File: config.mk
export PLATFORM = sky130hd
export DESIGN_NAME = reaction_timer_multi
export DESIGN_NICKNAME = d
export VERILOG_FILES = /design/src/rtl/reaction_pkg.sv /design/src/rtl/ms_tick_gen.sv /design/src/rtl/reaction_timer_multi.sv
export SDC_FILE = /design/constraint.sdc
export NUM_CORES = 1
export LEC_CHECK = 0
export CORE_MARGIN = 2
export CORE_UTILIZATION = 41
export DETAILED_ROUTE_END_ITERATION = 7
export PLACE_DENSITY_LB_ADDON = 0.08
export SLEW_MARGIN = 20
export SYNTH_ARGS = -nofsm -noshare
export SYNTH_HDL_FRONTEND = slang
export SYNTH_SLANG_ARGS = --single-unit
export TNS_END_PERCENT = 50
File: constraint.sdc
create_clock -name clk -period 10.1 [get_ports clk]
set_input_delay 1.01 -clock clk [delete_from_list [all_inputs] [get_ports clk]]
set_output_delay 1.01 -clock clk [all_outputs]
set_load 0.01 [all_outputs]
File: src/rtl/reaction_pkg.sv
// reaction_pkg
//   Shared types and constants for the multi-round reaction timer.
//   - state_t    : top-level FSM states
//   - MS_W       : width of every millisecond value leaving the block
//   - CHEAT_CODE : value shown on time_ms after a premature stop
//   - NO_BEST    : best_ms value meaning "no valid round yet"
//   - LFSR_SEED  : non-zero seed for the random-delay LFSR
//   - lfsr_next  : one step of the 16-bit Fibonacci LFSR (taps 16,14,13,11)
package reaction_pkg;

  typedef enum logic [2:0] {
    S_IDLE,
    S_WAIT,
    S_REACT,
    S_RESULT,
    S_DONE,
    S_CHEAT
  } state_t;

  localparam int              MS_W       = 14;
  localparam logic [MS_W-1:0] CHEAT_CODE = 14'd9999;
  localparam logic [MS_W-1:0] NO_BEST    = 14'd9999;
  localparam logic [15:0]     LFSR_SEED  = 16'hACE1;

  // Taps 16,14,13,11 map to bit indices 15,13,12,10. A non-zero state
  // never reaches zero with this maximal-length polynomial.
  function automatic logic [15:0] lfsr_next(input logic [15:0] v);
    return {v[14:0], v[15] ^ v[13] ^ v[12] ^ v[10]};
  endfunction

endpackage

File: src/rtl/ms_tick_gen.sv
// ms_tick_gen
//   Millisecond prescaler. Counts clock cycles and raises tick for one
//   cycle every TICK_DIV cycles. While clr is high the count is held at
//   zero, so the first tick after clr drops arrives exactly TICK_DIV
//   cycles after the last clr cycle.
//   Ports:
//     clk  in  : clock
//     rst  in  : synchronous active-high reset
//     clr  in  : hold prescaler at zero
//     tick out : one-cycle pulse per millisecond
module ms_tick_gen #(
  parameter int TICK_DIV = 100_000
) (
  input  logic clk,
  input  logic rst,
  input  logic clr,
  output logic tick
);

  localparam int CNT_W = (TICK_DIV > 1) ? $clog2(TICK_DIV) : 1;

  logic [CNT_W-1:0] r_cnt;
  logic             w_last;

  assign w_last = (r_cnt == CNT_W'(TICK_DIV - 1));
  assign tick   = w_last && !clr;

  always_ff @(posedge clk) begin
    if (rst || clr) begin
      r_cnt <= '0;
    end else if (w_last) begin
      r_cnt <= '0;
    end else begin
      r_cnt <= r_cnt + CNT_W'(1);
    end
  end

endmodule

File: src/rtl/reaction_timer_multi.sv
// reaction_timer_multi
//   Multi-round reaction timer. A session is ROUNDS trials; each trial
//   waits MIN_DELAY_MS plus an LFSR-chosen 0..2^RAND_BITS-1 ms, lights the
//   stimulus LED and measures the reaction in ms. Tracks session sum and
//   average plus the best valid round since reset.
//   Ports:
//     clk, rst          : clock, synchronous active-high reset
//     start, stop, clear: one-cycle debounced button pulses
//     stim_led          : stimulus LED
//     time_ms           : current/last round time (9999 after a cheat)
//     best_ms           : best valid round since reset (9999 = none)
//     avg_ms            : session average, valid while done
//     round_idx         : completed rounds in this session
//     busy/done/cheat   : status flags (WAIT|REACT / DONE / CHEAT)
//     timeout           : last round hit MAX_MS
module reaction_timer_multi
  import reaction_pkg::*;
#(
  parameter int CLK_HZ       = 100_000_000,
  parameter int ROUNDS       = 4,
  parameter int MIN_DELAY_MS = 2000,
  parameter int RAND_BITS    = 11,
  parameter int MAX_MS       = 1000
) (
  input  logic            clk,
  input  logic            rst,
  input  logic            start,
  input  logic            stop,
  input  logic            clear,
  output logic            stim_led,
  output logic [MS_W-1:0] time_ms,
  output logic [MS_W-1:0] best_ms,
  output logic [MS_W-1:0] avg_ms,
  output logic [3:0]      round_idx,
  output logic            busy,
  output logic            done,
  output logic            cheat,
  output logic            timeout
);

  localparam int TICK_DIV = CLK_HZ / 1000;
  localparam int RND_LOG  = $clog2(ROUNDS);
  localparam int SUM_W    = MS_W + RND_LOG;
  localparam int DLY_W    = 17;
  // One extra bit so a 16-round session can still compare against ROUNDS.
  localparam int RC_W     = 5;

  state_t           r_state;
  logic [15:0]      r_lfsr;
  logic [DLY_W-1:0] r_delay;
  logic [DLY_W-1:0] r_wait_ms;
  logic [MS_W-1:0]  r_time;
  logic [MS_W-1:0]  r_best;
  logic [MS_W-1:0]  r_avg;
  logic [SUM_W-1:0] r_sum;
  logic [RC_W-1:0]  r_round;
  logic             r_rec_pend;
  logic             r_stim;
  logic             r_busy;
  logic             r_done;
  logic             r_cheat;
  logic             r_timeout;

  logic             w_tick;
  logic             w_presc_clr;
  logic [DLY_W-1:0] w_new_delay;

  // The prescaler only runs in the two timed states. Every entry into WAIT
  // comes from a non-timed state, and WAIT->REACT happens on a tick edge
  // where the prescaler wraps to zero anyway, so every state entry starts
  // a fresh millisecond.
  assign w_presc_clr = (r_state != S_WAIT) && (r_state != S_REACT);

  assign w_new_delay = DLY_W'(MIN_DELAY_MS) + DLY_W'(r_lfsr[RAND_BITS-1:0]);

  ms_tick_gen #(
    .TICK_DIV(TICK_DIV)
  ) u_tick (
    .clk  (clk),
    .rst  (rst),
    .clr  (w_presc_clr),
    .tick (w_tick)
  );

  always_ff @(posedge clk) begin
    if (rst) begin
      r_state    <= S_IDLE;
      r_lfsr     <= LFSR_SEED;
      r_delay    <= '0;
      r_wait_ms  <= '0;
      r_time     <= '0;
      r_best     <= NO_BEST;
      r_avg      <= '0;
      r_sum      <= '0;
      r_round    <= '0;
      r_rec_pend <= 1'b0;
      r_stim     <= 1'b0;
      r_busy     <= 1'b0;
      r_done     <= 1'b0;
      r_cheat    <= 1'b0;
      r_timeout  <= 1'b0;
    end else begin
      r_lfsr <= lfsr_next(r_lfsr);

      if (clear) begin
        r_state    <= S_IDLE;
        r_time     <= '0;
        r_round    <= '0;
        r_sum      <= '0;
        r_avg      <= '0;
        r_rec_pend <= 1'b0;
        r_stim     <= 1'b0;
        r_busy     <= 1'b0;
        r_done     <= 1'b0;
        r_cheat    <= 1'b0;
        r_timeout  <= 1'b0;
      end else begin
        case (r_state)
          S_IDLE: begin
            if (start) begin
              r_state   <= S_WAIT;
              r_busy    <= 1'b1;
              r_timeout <= 1'b0;
              r_wait_ms <= '0;
              r_delay   <= w_new_delay;
            end
          end

          S_WAIT: begin
            // stop is judged before the tick, so a stop on the very
            // cycle the LED would light is still a cheat.
            if (stop) begin
              r_state <= S_CHEAT;
              r_busy  <= 1'b0;
              r_cheat <= 1'b1;
              r_time  <= CHEAT_CODE;
              r_sum   <= '0;
            end else if (w_tick) begin
              if (r_wait_ms + DLY_W'(1) >= r_delay) begin
                r_state <= S_REACT;
                r_stim  <= 1'b1;
                r_time  <= '0;
              end else begin
                r_wait_ms <= r_wait_ms + DLY_W'(1);
              end
            end
          end

          S_REACT: begin
            if (stop) begin
              r_state    <= S_RESULT;
              r_stim     <= 1'b0;
              r_busy     <= 1'b0;
              r_rec_pend <= 1'b1;
            end else if (w_tick) begin
              if (r_time + MS_W'(1) == MS_W'(MAX_MS)) begin
                r_state    <= S_RESULT;
                r_stim     <= 1'b0;
                r_busy     <= 1'b0;
                r_timeout  <= 1'b1;
                r_time     <= MS_W'(MAX_MS);
                r_rec_pend <= 1'b1;
              end else begin
                r_time <= r_time + MS_W'(1);
              end
            end
          end

          S_RESULT: begin
            // Statistics are folded in on the first RESULT cycle; the
            // session-complete check and start are honoured afterwards.
            if (r_rec_pend) begin
              r_rec_pend <= 1'b0;
              r_round    <= r_round + RC_W'(1);
              r_sum      <= r_sum + SUM_W'(r_time);
              if (!r_timeout && (r_time < r_best)) begin
                r_best <= r_time;
              end
            end else if (r_round == RC_W'(ROUNDS)) begin
              r_state <= S_DONE;
              r_done  <= 1'b1;
              r_avg   <= MS_W'(r_sum >> RND_LOG);
            end else if (start) begin
              r_state   <= S_WAIT;
              r_busy    <= 1'b1;
              r_timeout <= 1'b0;
              r_wait_ms <= '0;
              r_delay   <= w_new_delay;
            end
          end

          S_DONE: begin
            if (start) begin
              r_state   <= S_WAIT;
              r_busy    <= 1'b1;
              r_done    <= 1'b0;
              r_timeout <= 1'b0;
              r_round   <= '0;
              r_sum     <= '0;
              r_avg     <= '0;
              r_wait_ms <= '0;
              r_delay   <= w_new_delay;
            end
          end

          S_CHEAT: begin
            // Held until clear.
          end

          default: begin
            r_state <= S_IDLE;
          end
        endcase
      end
    end
  end

  assign stim_led  = r_stim;
  assign time_ms   = r_time;
  assign best_ms   = r_best;
  assign avg_ms    = r_avg;
  assign round_idx = r_round[3:0];
  assign busy      = r_busy;
  assign done      = r_done;
  assign cheat     = r_cheat;
  assign timeout   = r_timeout;

endmodule

* Word level (Yosys, flattened, before mapping) *
Cells that the tools add are included.

cells by class
  add/sub/neg operators = 6
  order comparisons = 2
  equality and inequality tests = 27
  mux-type cells = 64
  bitwise operators = 5
  reduce and logical (&&, ||, !) cells = 31

operators by type and width
  cell                      number
  $mux W17                  9
  $mux W14                  9
  $pmux W14 S2              2
  $pmux W17 S3              1
  $mux W16                  3
  $pmux W16 S3              1
  $add A17 B1 Y17 const B   2
  $pmux W17 S2              1
  $mux W3                   9
  $reduce_and A6 Y1         4
  $ne A2 B2 Y1 const B      11
  $mux W1                   20
  $eq A17 B17 Y1 const B    1
  $ge A17 B17 Y1            1
  $add A16 B14 Y16          1
  $reduce_and A4 Y1         4
  $pmux W3 S5               1
  $add A14 B1 Y14 const B   1
  $eq A14 B10 Y1 const B    1
  $lt A14 B14 Y1            1
  $add A11 B11 Y12 const A  1
  $mux W5                   2
  $pmux W5 S2               1
  $ne A3 B2 Y1 const B      3
  25 further kinds          45

storage, ports and cells
  register bits = 139
  input port bits = 5
  output and inout bits = 51
  word-level logic and storage cells = 151

* Depth between registers and ports, before layout *
Gate-level depths: netlist (run 1).

  word-level depth = 7
  depth in mapped cells = 15
  depth with buffers taken out = 14

* Hierarchy *
Synthesis (run 1) repeated with hierarchy kept, for this count alone.

second synthesis, totals
  cell total of the unflattened synthesis = 870
  area, all modules = 7348.3 um^2

modules (own cells, without submodules)
  module                instances  cells an instance  area an instance (um^2)  seq. area each (um^2)
  reaction_timer_multi  1          782                6515.0                   2342.2
  ms_tick_gen           1          88                 833.3                    340.3

* Least setup slack after synthesis (run 1) *
No wires, ideal clock.

  kind = register to register
  start = register r_wait_ms[0]
  end = register r_wait_ms[1]
  library setup time = 0.070 ns
  arrival = 3.306 ns
  setup slack = 6.723 ns
  stages on the path, launching flop included = 15
  buffers on the path = 1
  cells stage by stage = dfxtp_1 ha_1 nand2_1 nor2_1 and4_1 xor2_1 ha_1 a21o_1 a21oi_1 or4b_2 a22oi_2 a41oi_1 buf_2 or2_2 a21oi_1

between the ends
  cells in the longest elaborated chain, start to end = 5
  elaborated cells on any way between the ends = 8

RTL lines
  item                                                    RTL line                                                  text
  from (decl)                                             reaction_timer_multi.sv:51                                logic [DLY_W-1:0] r_wait_ms;
  from (signal assigned)                                  reaction_timer_multi.sv:144                               r_wait_ms <= r_wait_ms + DLY_W'(1);
  $add A17 B1 Y17 (*)                                     reaction_timer_multi.sv:139, reaction_timer_multi.sv:144
  branches (longest 4 deep; another with $ge A17 B17 Y1)  -

Every way passes the cells marked *. The select of a mux whose other input is x is not followed.
A chain may end at the register's enable or synchronous reset.

* Worst setup path in the final report (run 1) *
  start = register r_wait_ms[3]
  end = register r_wait_ms[1]

between the ends
  cells in the longest elaborated chain, start to end = 4

RTL lines
  item                                RTL line                     text
  $add A17 B1 Y17                     reaction_timer_multi.sv:139  if (r_wait_ms + DLY_W'(1) >= r_delay) begin
  $ge A17 B17 Y1                      reaction_timer_multi.sv:139
  $ne A2 B2 Y1 (no source line)       -
  $reduce_and A7 Y1 (no source line)  -

Every way passes these cells.

==> results.toml, run 1 <==
[final_layout]
n_antenna_cell = 0
seq_area_sq_mm = 0.00268
area_growth_pct = 16.9
drive_gt1_frac = 0.0693
nets = 963
multi_input_area_sq_mm = 0.00425
nFillCells = 1677
fin_area_sq_mm = 0.00850
layout_common_cells = "134 x dfxtp_1, 111 x nor2_1, 68 x nand2_1, 55 x a21oi_1, 54 x clkdlybuf4s50_1"
final_common_cell = "dfxtp_1"

[critical_path]
crit_family = "simple AND/OR/NAND/NOR gates"
critPathKind = "flip-flop to flip-flop"
crit_chain = "nand4_1 -> nor2_1 -> nand3_1 -> nor2_1 -> xor2_1 -> ha_1 -> a21oi_1 -> or4b_2 -> a22oi_2 -> a41oi_2 -> or2_2 -> a21oi_1"
critPathArrivalTime_ns = 4.47
cp-start-kind = "flip-flop"
max_stage_delay_ns = 0.62
slowest_stage = "or4b_2"
required_ns = 10.44
path_max_fanout = 20
cp-end-kind = "flip-flop"
critPathBufInv = 0

[power]
p_int_uw = 904
combinationalPowerShare = 0.058
vdd_ir_drop_max_mv = 0.135
p_leak_nw = 3.12
power_switching_uw = 295
p_sw_frac = 0.246
p_seq_frac = 0.456
pwr-share-clk = 0.486
power.density_mw_per_mm2 = 141

[placed_design]
gp_congestion = 0.839
portBuffers = 55
placed_area_sq_mm = 0.00795
post-dp-hpwl_mm = 12.4

[run_status]
status = "completed"

[sta]
finalCritPeriodShare = 0.408
min_period_ns = 4.12
fin_skew_ns = 0.00906
setup_violations = 0
tns_ns = 0
rsz0062_at_grt = "false"
worst_pin_slew_ns = 0.942
final_hold_viol_count = 0
max_freq_mhz = 242
relSlewSlack = 0.354
slew_viol_final = 0

[grt]
grt_pass1_wl_mm = 28.5
grtUsageTotal = 0.190
grt_pass1_vias = 5960
grt_max_degree = 73
grt_overflow_total = 0
antenna_found_initial = 0

[hold_path]
hold_path_class = "flip-flop to flip-flop"

[yosys]
synth_cells = 880
yosys_warnings = 0
ys_ff_latch = 134
synth_seq_area_share = 0.369
ys.flop_type = "dfxtp_1"
ys_types = 68
synth-edff-count = 0
synthArstFlopShare = 0
synth_nets = 931
synth_area_sq_mm = 0.00727
syn_avg_cell_area_sq_um = 8.27

[route]
final_antenna_net_count = 0
drtPass1Iterations = 5
drc_errors = 0
wl_per_cell_um = 15.2
wirelength_mm = 17.5
drtIter0Drc = 241
vias = 6291
viasPerCell = 5.48

[clock_tree]
clk_pin_slew_worst_paths_ns = 0.06
ctsHoldBuffers = 0
cts.path.max_buffers = 2
cts_buffers = 17
clk_latency_ns = 0.42
root_buffer = "clkbuf_16"
cts_max_level = 4
cts-resized-gates = 0
cts.sinks = 134
cts_setup_buffers = 0
cts_tree = "done"

[die]
die_x_um = 137
start_util = 0.421
core_sq_mm = 0.0173
fp-row-count = 48
num_io_pins = 56
die_y_um = 137
die-area_sq_mm = 0.0188

[flow_run]
maxCapViolCount = 0
-- routing by layer --
layer / routed length, um / vias to the layer above / GRT usage
li1: - / 3170 / -
met2: 8760 / 99 / 0.331
met3: 458 / 31 / 0.0338
met5: 0 / - / 0
met4: 393 / 0 / 0.0882
met1: 7870 / 2991 / 0.227
-- layout make-up --
class	instances	share of cell area
Clock inverter	14	0.0147
Sequential cell	134	0.316
Timing Repair Buffer	62	0.0703
Clock buffer	17	0.0500
Inverter	38	0.0168
Multi-Input combinational cell	659	0.499
Tap cell	225	0.0331
-- power by group through the flow --
stage | Sequential, mW | Combinational [mW] | Clock [mW]
2_1_floorplan | 0.556 | 0.0526 | 0
3_3_place_gp | 0.558 | 0.0680 | 0
3_5_place_dp | 0.558 | 0.0692 | 0
4_1_cts | 0.547 | 0.0697 | 0.598
5_1_grt | 0.548 | 0.0780 | 0.625
6_report | 0.547 | 0.0692 | 0.583
-- state kept, by name, summed over array words and instances (netlist names), 3 cells and up --
name,cells
time_ms,14
avg_ms,14
u_tick.r_cnt,17
best_ms,14
r_round,5
r_delay,12
r_state,3
r_wait_ms,17
r_lfsr,16
r_sum,16
-- kinds of logic after synthesis --
| group | after synthesis | synth area share |
|---|---|---|
| adders and majority gates | 46 | 0.0802 |
| and+or+nand+nor | 353 | 0.246 |
| xor gates and xnor gates | 50 | 0.0602 |
| AOI/OAI and AO/OA | 186 | 0.163 |
| muxes | 24 | 0.0330 |
| DFF | 134 | 0.369 |
| buffers and inverters | 87 | 0.0494 |
-- cells in the mapped netlist, types with 11 or more instances --
master    count  share of area
a21oi_1      55          0.038
a22oi_1      16          0.017
a31oi_1      11         0.0095
clkbuf_1     33          0.017
dfxtp_1     134           0.37
ha_1         45          0.077
inv_1        38          0.020
mux2i_1      24          0.033
nand2_1      68          0.035
nand2b_1     19          0.016
nand3_1      33          0.023
nand4_1      13          0.011
nor2_1      111          0.057
nor2b_1      14          0.012
nor3_1       18          0.012
o21ai_0      39          0.027
xnor2_1      23          0.028
xor2_1       27          0.033
-- through the flow --
| stage | util | power [mW] | std cells | hold slack [ns] | worst slack [ns] |
|---|---|---|---|---|---|
| 2_1_floorplan | - | 0.608 | 880 | 0.389 | 6.72 |
| 3_3_place_gp | 0.460 | 0.626 | 1118 | 0.398 | 5.87 |
| 3_5_place_dp | 0.460 | 0.628 | 1118 | 0.403 | 5.76 |
| 4_1_cts | 0.492 | 1.21 | 1149 | 0.421 | 5.99 |
| 5_1_grt | 0.492 | 1.25 | 1149 | 0.430 | 5.59 |
| 6_report | 0.492 | 1.20 | 1149 | 0.413 | 5.98 |
-- final timing paths --
kind | start | endpoint | slack [ns] | cells after the start
worst max-delay path | r_wait_ms[3] | r_wait_ms[1] | 5.98 | 12
worst max register to register | r_wait_ms[3] | r_wait_ms[1] | 5.98 | 12
worst min-delay path | r_lfsr[14] | r_lfsr[15] | 0.41 | 1
worst min register to register | r_lfsr[14] | r_lfsr[15] | 0.41 | 1
(Power assumes the default switching activity.)
==> run 2: changes to the inputs <==
==> constraint.sdc (replaced) <==
create_clock -name clk -period 3.31 [get_ports clk]
set_input_delay 0.331 -clock clk [delete_from_list [all_inputs] [get_ports clk]]
set_output_delay 0.331 -clock clk [all_outputs]
set_load 0.01 [all_outputs]
==> run 2 against run 1 <==
  * Flip-flop and latch count is the same
  * Fmax grew 26%
  * Non-clock buffer count grew 39
  * Utilization grew 3.7 points
  * Critical path type unchanged
  * Critical endpoint is now time_ms[2]
  * Largest power group unchanged
==> results.toml, run 2 (synthesis results as in run 1) <==
[run_status]
status = "completed"

[final_layout]
post-route-util = 0.529
multi_input_area_sq_mm = 0.00440
nets = 1002
drive_gt1_frac = 0.138
fin_area_sq_mm = 0.00915
largestRegisters = "r_wait_ms: 17 flops, u_tick.r_cnt: 17 flops"
layout_common_cells = "129 x dfxtp_1, 108 x nor2_1, 68 x nand2_1, 54 x clkdlybuf4s50_1, 49 x a21oi_1"
seq_area_sq_mm = 0.00269
n_antenna_cell = 0
nFillCells = 1618
final_common_cell = "dfxtp_1"
area_growth_pct = 25.7

[flow_run]
maxCapViolCount = 0

[route]
drtIter0Drc = 357
drtPass1Iterations = 5
wl_per_cell_um = 15.5
drc_errors = 0
viasPerCell = 5.48
vias = 6518
wirelength_mm = 18.4
final_antenna_net_count = 0

[critical_path]
critPathArrivalTime_ns = 3.58
path_max_fanout = 11
required_ns = 3.61
critPathKind = "flip-flop to flip-flop"
r2r_start = "r_wait_ms[3]"
cp-start-kind = "flip-flop"
cp-end-kind = "flip-flop"
cp-startpoint = "r_wait_ms[3]"

[hold_path]
min-delay-start = "rst"
hold_path_class = "primary input to flip-flop"

[sta]
finalCritPeriodShare = 0.989
final_hold_viol_count = 0
min_period_ns = 3.27
relSlewSlack = 0.346
slew_viol_final = 0
rsz0062_at_grt = "true"
setup_violations = 0
tns_ns = 0
fin_skew_ns = 0.00505
max_freq_mhz = 305
worst_pin_slew_ns = 0.974

[clock_tree]
cts.path.max_buffers = 2
root_buffer = "clkbuf_16"
cts_buffers = 17
clk_latency_ns = 0.42
cts.sinks = 134
ctsHoldBuffers = 0
cts_tree = "done"
clk_pin_slew_worst_paths_ns = 0.06
cts_max_level = 4

[power]
vdd_ir_drop_max_mv = 0.357
p_leak_nw = 3.41
power.density_mw_per_mm2 = 450

[grt]
grt_pass1_vias = 6383
grtUsageTotal = 0.199
grt_pass1_wl_mm = 29.9
grt_overflow_total = 0
grt_max_degree = 63
antenna_found_initial = 0

[placed_design]
post-dp-hpwl_mm = 12.9
portBuffers = 55
placed_area_sq_mm = 0.00820
gp_congestion = 0.857

[die]
die-area_sq_mm = 0.0188
die_y_um = 137
start_util = 0.421
die_x_um = 137
core_sq_mm = 0.0173
num_io_pins = 56
fp-row-count = 48
-- run 2: changes by cell type in the layout (fill, tap and decap cells not counted), moves of 4 or more --
cell / before / now
dfxtp_1: 134 / 129
dfxtp_2: 0 / 5
a22oi_2: 1 / 5
a21oi_2: 0 / 6
bufinv_16: 1 / 6
buf_6: 0 / 4
buf_4: 7 / 38
a22oi_1: 16 / 12
a21oi_1: 55 / 49
-- run 2: layer usage --
| layer | track usage | share of wire |
|---|---|---|
| met1 | 0.229 | 0.44 |
| met2 | 0.365 | 0.51 |
| met3 | 0.0416 | 0.033 |
| met4 | 0.0682 | 0.018 |
| met5 | 0 | 0 |
-- run 2: power by group --
part	internal [mW]	switching [mW]	leakage, nW
sequential	1.64	0.0243	1.09
clock	1.46	0.734	0.328
combinational	0.110	0.146	1.99
total	3.21	0.904	3.41
-- run 2: timing repair --
| item | 4_1_cts | 5_1_grt |
|---|---|---|
| gates resized for setup | 4 | 40 |
| setup buffers | 1 | 3 |
| cloned | 2 | 3 |
| pin swaps | 2 | 27 |
| endpoints found under the setup margin | 22 | 30 |
| hold endpoints to repair | 0 | 0 |
-- run 2: area by class of cell --
cell class,count,share of cell area
Clock buffer,21,0.0503
Clock inverter,11,0.0239
Inverter,38,0.0156
Multi-Input combinational cell,659,0.481
Sequential cell,134,0.294
Tap cell,225,0.0308
Timing Repair Buffer,101,0.104
-- run 2: worst paths after layout --
path             endpoint  cells after the start  slack (ns)
max            time_ms[2]                     15        0.04
min          r_wait_ms[9]                      2        0.28
max reg2reg    time_ms[2]                     15        0.04
min reg2reg    r_lfsr[15]                      1        0.43
-- run 2: critical path, cell delays in order (launching register included) --
cell,delay (ns)
dfxtp_2,0.33
nand4_1,0.19
nor2_2,0.18
and4_4,0.24
xor2_1,0.15
ha_1,0.27
a21o_1,0.18
a21oi_2,0.13
or4b_4,0.47
a22oi_2,0.20
buf_4,0.17
a31oi_4,0.12
buf_6,0.16
clkbuf_16,0.16
a22oi_2,0.15
nor2_1,0.05
-- run 2: through the flow --
| step | setup slack (ns) | hold WS, ns | power (mW) | std cells |
|---|---|---|---|---|
| 3_3_place_gp | -0.0111 | 0.400 | 1.92 | 1148 |
| 4_1_cts | 0.0603 | 0.249 | 4.13 | 1183 |
| 2_1_floorplan | 0.00661 | 0.389 | 1.86 | 880 |
| 6_report | 0.0357 | 0.276 | 4.11 | 1189 |
| 5_1_grt | -0.172 | 0.280 | 4.26 | 1189 |
| 3_5_place_dp | -0.0897 | 0.405 | 1.92 | 1148 |
==> run 3: changes to the inputs <==
--- a/config.mk
+++ b/config.mk
@@ -5,6 +5,7 @@
 export SDC_FILE = /design/constraint.sdc
 export NUM_CORES = 1
 export LEC_CHECK = 0
+export CORE_ASPECT_RATIO = 1.1
 export CORE_MARGIN = 2
 export CORE_UTILIZATION = 41
 export DETAILED_ROUTE_END_ITERATION = 7
==> run 3 against run 2 <==
  * Global-route usage grew 0.32 points
  * Final area is 0.33% lower
  * Combinational power grew 2%
  * Die area about the same
  * Sequential share of layout area is 0.11 points higher
  * Sequential power hardly changed
  * Flip-flop and latch count unchanged
  * Clock power fell by 5%
  * Utilization down 0.93 points
==> results.toml, run 3 (synthesis results as in run 1) <==
[run_status]
status = "completed"

[die]
die_x_um = 131
die_y_um = 144
fp-row-count = 51
die-area_sq_mm = 0.0188
start_util = 0.415
num_io_pins = 56
core_sq_mm = 0.0175

[critical_path]
cp-end-kind = "flip-flop"
critPathArrivalTime_ns = 3.64
rr_endpoint = "r_wait_ms[5]"
critPathKind = "flip-flop to flip-flop"
cp-start-kind = "flip-flop"
crit_top_cell = "a21oi_2"
max_stage_delay_ns = 0.47
crit_chain = "nand4_1 -> nor2_2 -> nand3_2 -> nor2_1 -> xor2_1 -> ha_1 -> a21oi_2 -> or4b_4 -> a22oi_2 -> buf_4 -> a41oi_4 -> buf_6 -> nor2_4 -> nand3b_1 -> a21oi_2"
r2r_slack_ns = 0.02
path_max_fanout = 6
required_ns = 3.65
rr_worst_depth = 15
r2r_start = "r_wait_ms[3]"
slowest_stage = "or4b_4"

[sta]
whs_ns = 0.408
final_hold_viol_count = 0
setup_violations = 0
finalCritPeriodShare = 0.995
fin_skew_ns = 0.0124
relSlewSlack = 0.393
min_period_ns = 3.29
rsz0062_at_grt = "true"
slew_viol_final = 0
max_freq_mhz = 304
worst_pin_slew_ns = 0.905
setup_ws_ns = 0.0173

[clock_tree]
clk_pin_slew_worst_paths_ns = 0.06
cts.sinks = 134
root_buffer = "clkbuf_16"
clk_latency_ns = 0.42
cts.path.max_buffers = 2
ctsHoldBuffers = 0
cts_max_level = 4
cts_buffers = 17
cts_tree = "done"

[route]
drtIter0Drc = 388
final_antenna_net_count = 0
vias = 6450
viasPerCell = 5.35
drtPass1Iterations = 7
wirelength_mm = 18.5
wl_per_cell_um = 15.3
drc_errors = 0

[placed_design]
dp_slack_ns = -0.156
portBuffers = 55
post-dp-hpwl_mm = 13.0
gp_congestion = 0.878

[final_layout]
final_common_cell = "dfxtp_1"
nets = 1006
drive_gt1_frac = 0.134
area_growth_pct = 25.3
largestRegisters = "r_wait_ms: 17 flops, u_tick.r_cnt: 17 flops"
layout_common_cells = "132 x dfxtp_1, 109 x nor2_1, 67 x nand2_1, 54 x clkdlybuf4s50_1, 49 x a21oi_1"
n_antenna_cell = 0

[grt]
grt_pass1_wl_mm = 30.2
grtUsageTotal = 0.202
grt_pass1_vias = 6286
grt_max_degree = 70
antenna_found_initial = 0
grt_overflow_total = 0

[power]
vdd_ir_drop_max_mv = 0.361
p_total_mw = 4.01
p_leak_nw = 3.40
power.density_mw_per_mm2 = 440

[hold_path]
min-delay-start = "r_lfsr[14]"
holdPathStages = 1
hold-path-endpoint = "r_lfsr[15]"
hold_path_class = "flip-flop to flip-flop"

[flow_run]
maxCapViolCount = 0
run 3: cell types whose count changed in the layout (fill, tap and decap cells not counted), moves of 2 or more:
cell	before	now
a22oi_1	12	14
a22oi_2	5	3
a31oi_1	9	11
buf_4	38	46
clkbuf_16	19	17
clkinvlp_4	1	3
dfxtp_1	129	132
dfxtp_2	5	0
dfxtp_4	0	2
o2111ai_2	2	0
o21ai_0	36	38
o21ai_1	4	1
run 3: per-layer routing:
metal | vias to the layer above | GRT usage | share of wire
met4 | 0 | 0.0739 | 0.024
met2 | 109 | 0.368 | 0.52
met1 | 3057 | 0.233 | 0.43
li1 | 3254 | - | -
met3 | 30 | 0.0395 | 0.029
met5 | - | 0 | 0
run 3: how the worst max path moves through the flow:
| stage | start | to | cells past startpoint | slack, ns |
|---|---|---|---|---|
| 2_1_floorplan | r_wait_ms[3] | r_wait_ms[1] | 13 | 0.007 |
| 3_3_place_gp | r_wait_ms[1] | r_wait_ms[9] | 15 | -0.03 |
| 3_5_place_dp | r_wait_ms[1] | r_wait_ms[1] | 14 | -0.16 |
| 4_1_cts | r_wait_ms[1] | r_state[2] | 15 | 0.05 |
| 5_1_grt | r_wait_ms[3] | r_wait_ms[5] | 15 | -0.20 |
| 6_report | r_wait_ms[3] | r_wait_ms[5] | 15 | 0.02 |
run 3: final cells by class:
| type | count | area (sq um) |
|---|---|---|
| Clock inverter | 12 | 200 |
| Inverter | 38 | 143 |
| Sequential cell | 134 | 2690 |
| Clock buffer | 20 | 447 |
| Fill cell | 1669 | 8430 |
| Multi-Input combinational cell | 659 | 4380 |
| Timing Repair Buffer | 105 | 957 |
| Tap cell | 238 | 298 |
run 3: where the power goes:
group	internal, mW	switching (mW)	total, mW
clock	1.36	0.729	2.09
sequential	1.64	0.0248	1.67
combinational	0.111	0.150	0.261
total	3.11	0.903	4.01
run 3: critical path, delay by kind of cell (launching register included):
| family | cells | cell delay (ns) |
|---|---|---|
| AND/OR/NAND/NOR | 7 | 1.37 |
| AO/OA/AOI/OAI | 4 | 0.61 |
| flip-flops | 1 | 0.34 |
| buffers and inverters | 2 | 0.34 |
| adder cells (fa/ha/maj) | 1 | 0.31 |
| XOR/XNOR | 1 | 0.26 |
run 3: repair_timing:
| item | in CTS | in global routing |
|---|---|---|
| cloned | 2 | 0 |
| resized for setup | 7 | 31 |
| setup endpoints to repair | 31 | 31 |
| pin swaps | 6 | 33 |
| setup buffers | 2 | 7 |
| endpoints found under the hold margin | 0 | 0 |
run 3: per-stage QoR:
stage / setup TNS (ns) / util / cell area [sq um] / instances
2_1_floorplan: 0 / - / 7290 / 880
3_3_place_gp: -0.0792 / 0.469 / 8230 / 1163
3_5_place_dp: -2.53 / 0.469 / 8230 / 1163
4_1_cts: 0 / 0.509 / 8930 / 1199
5_1_grt: -4.25 / 0.520 / 9120 / 1206
6_report: 0 / 0.520 / 9120 / 1206
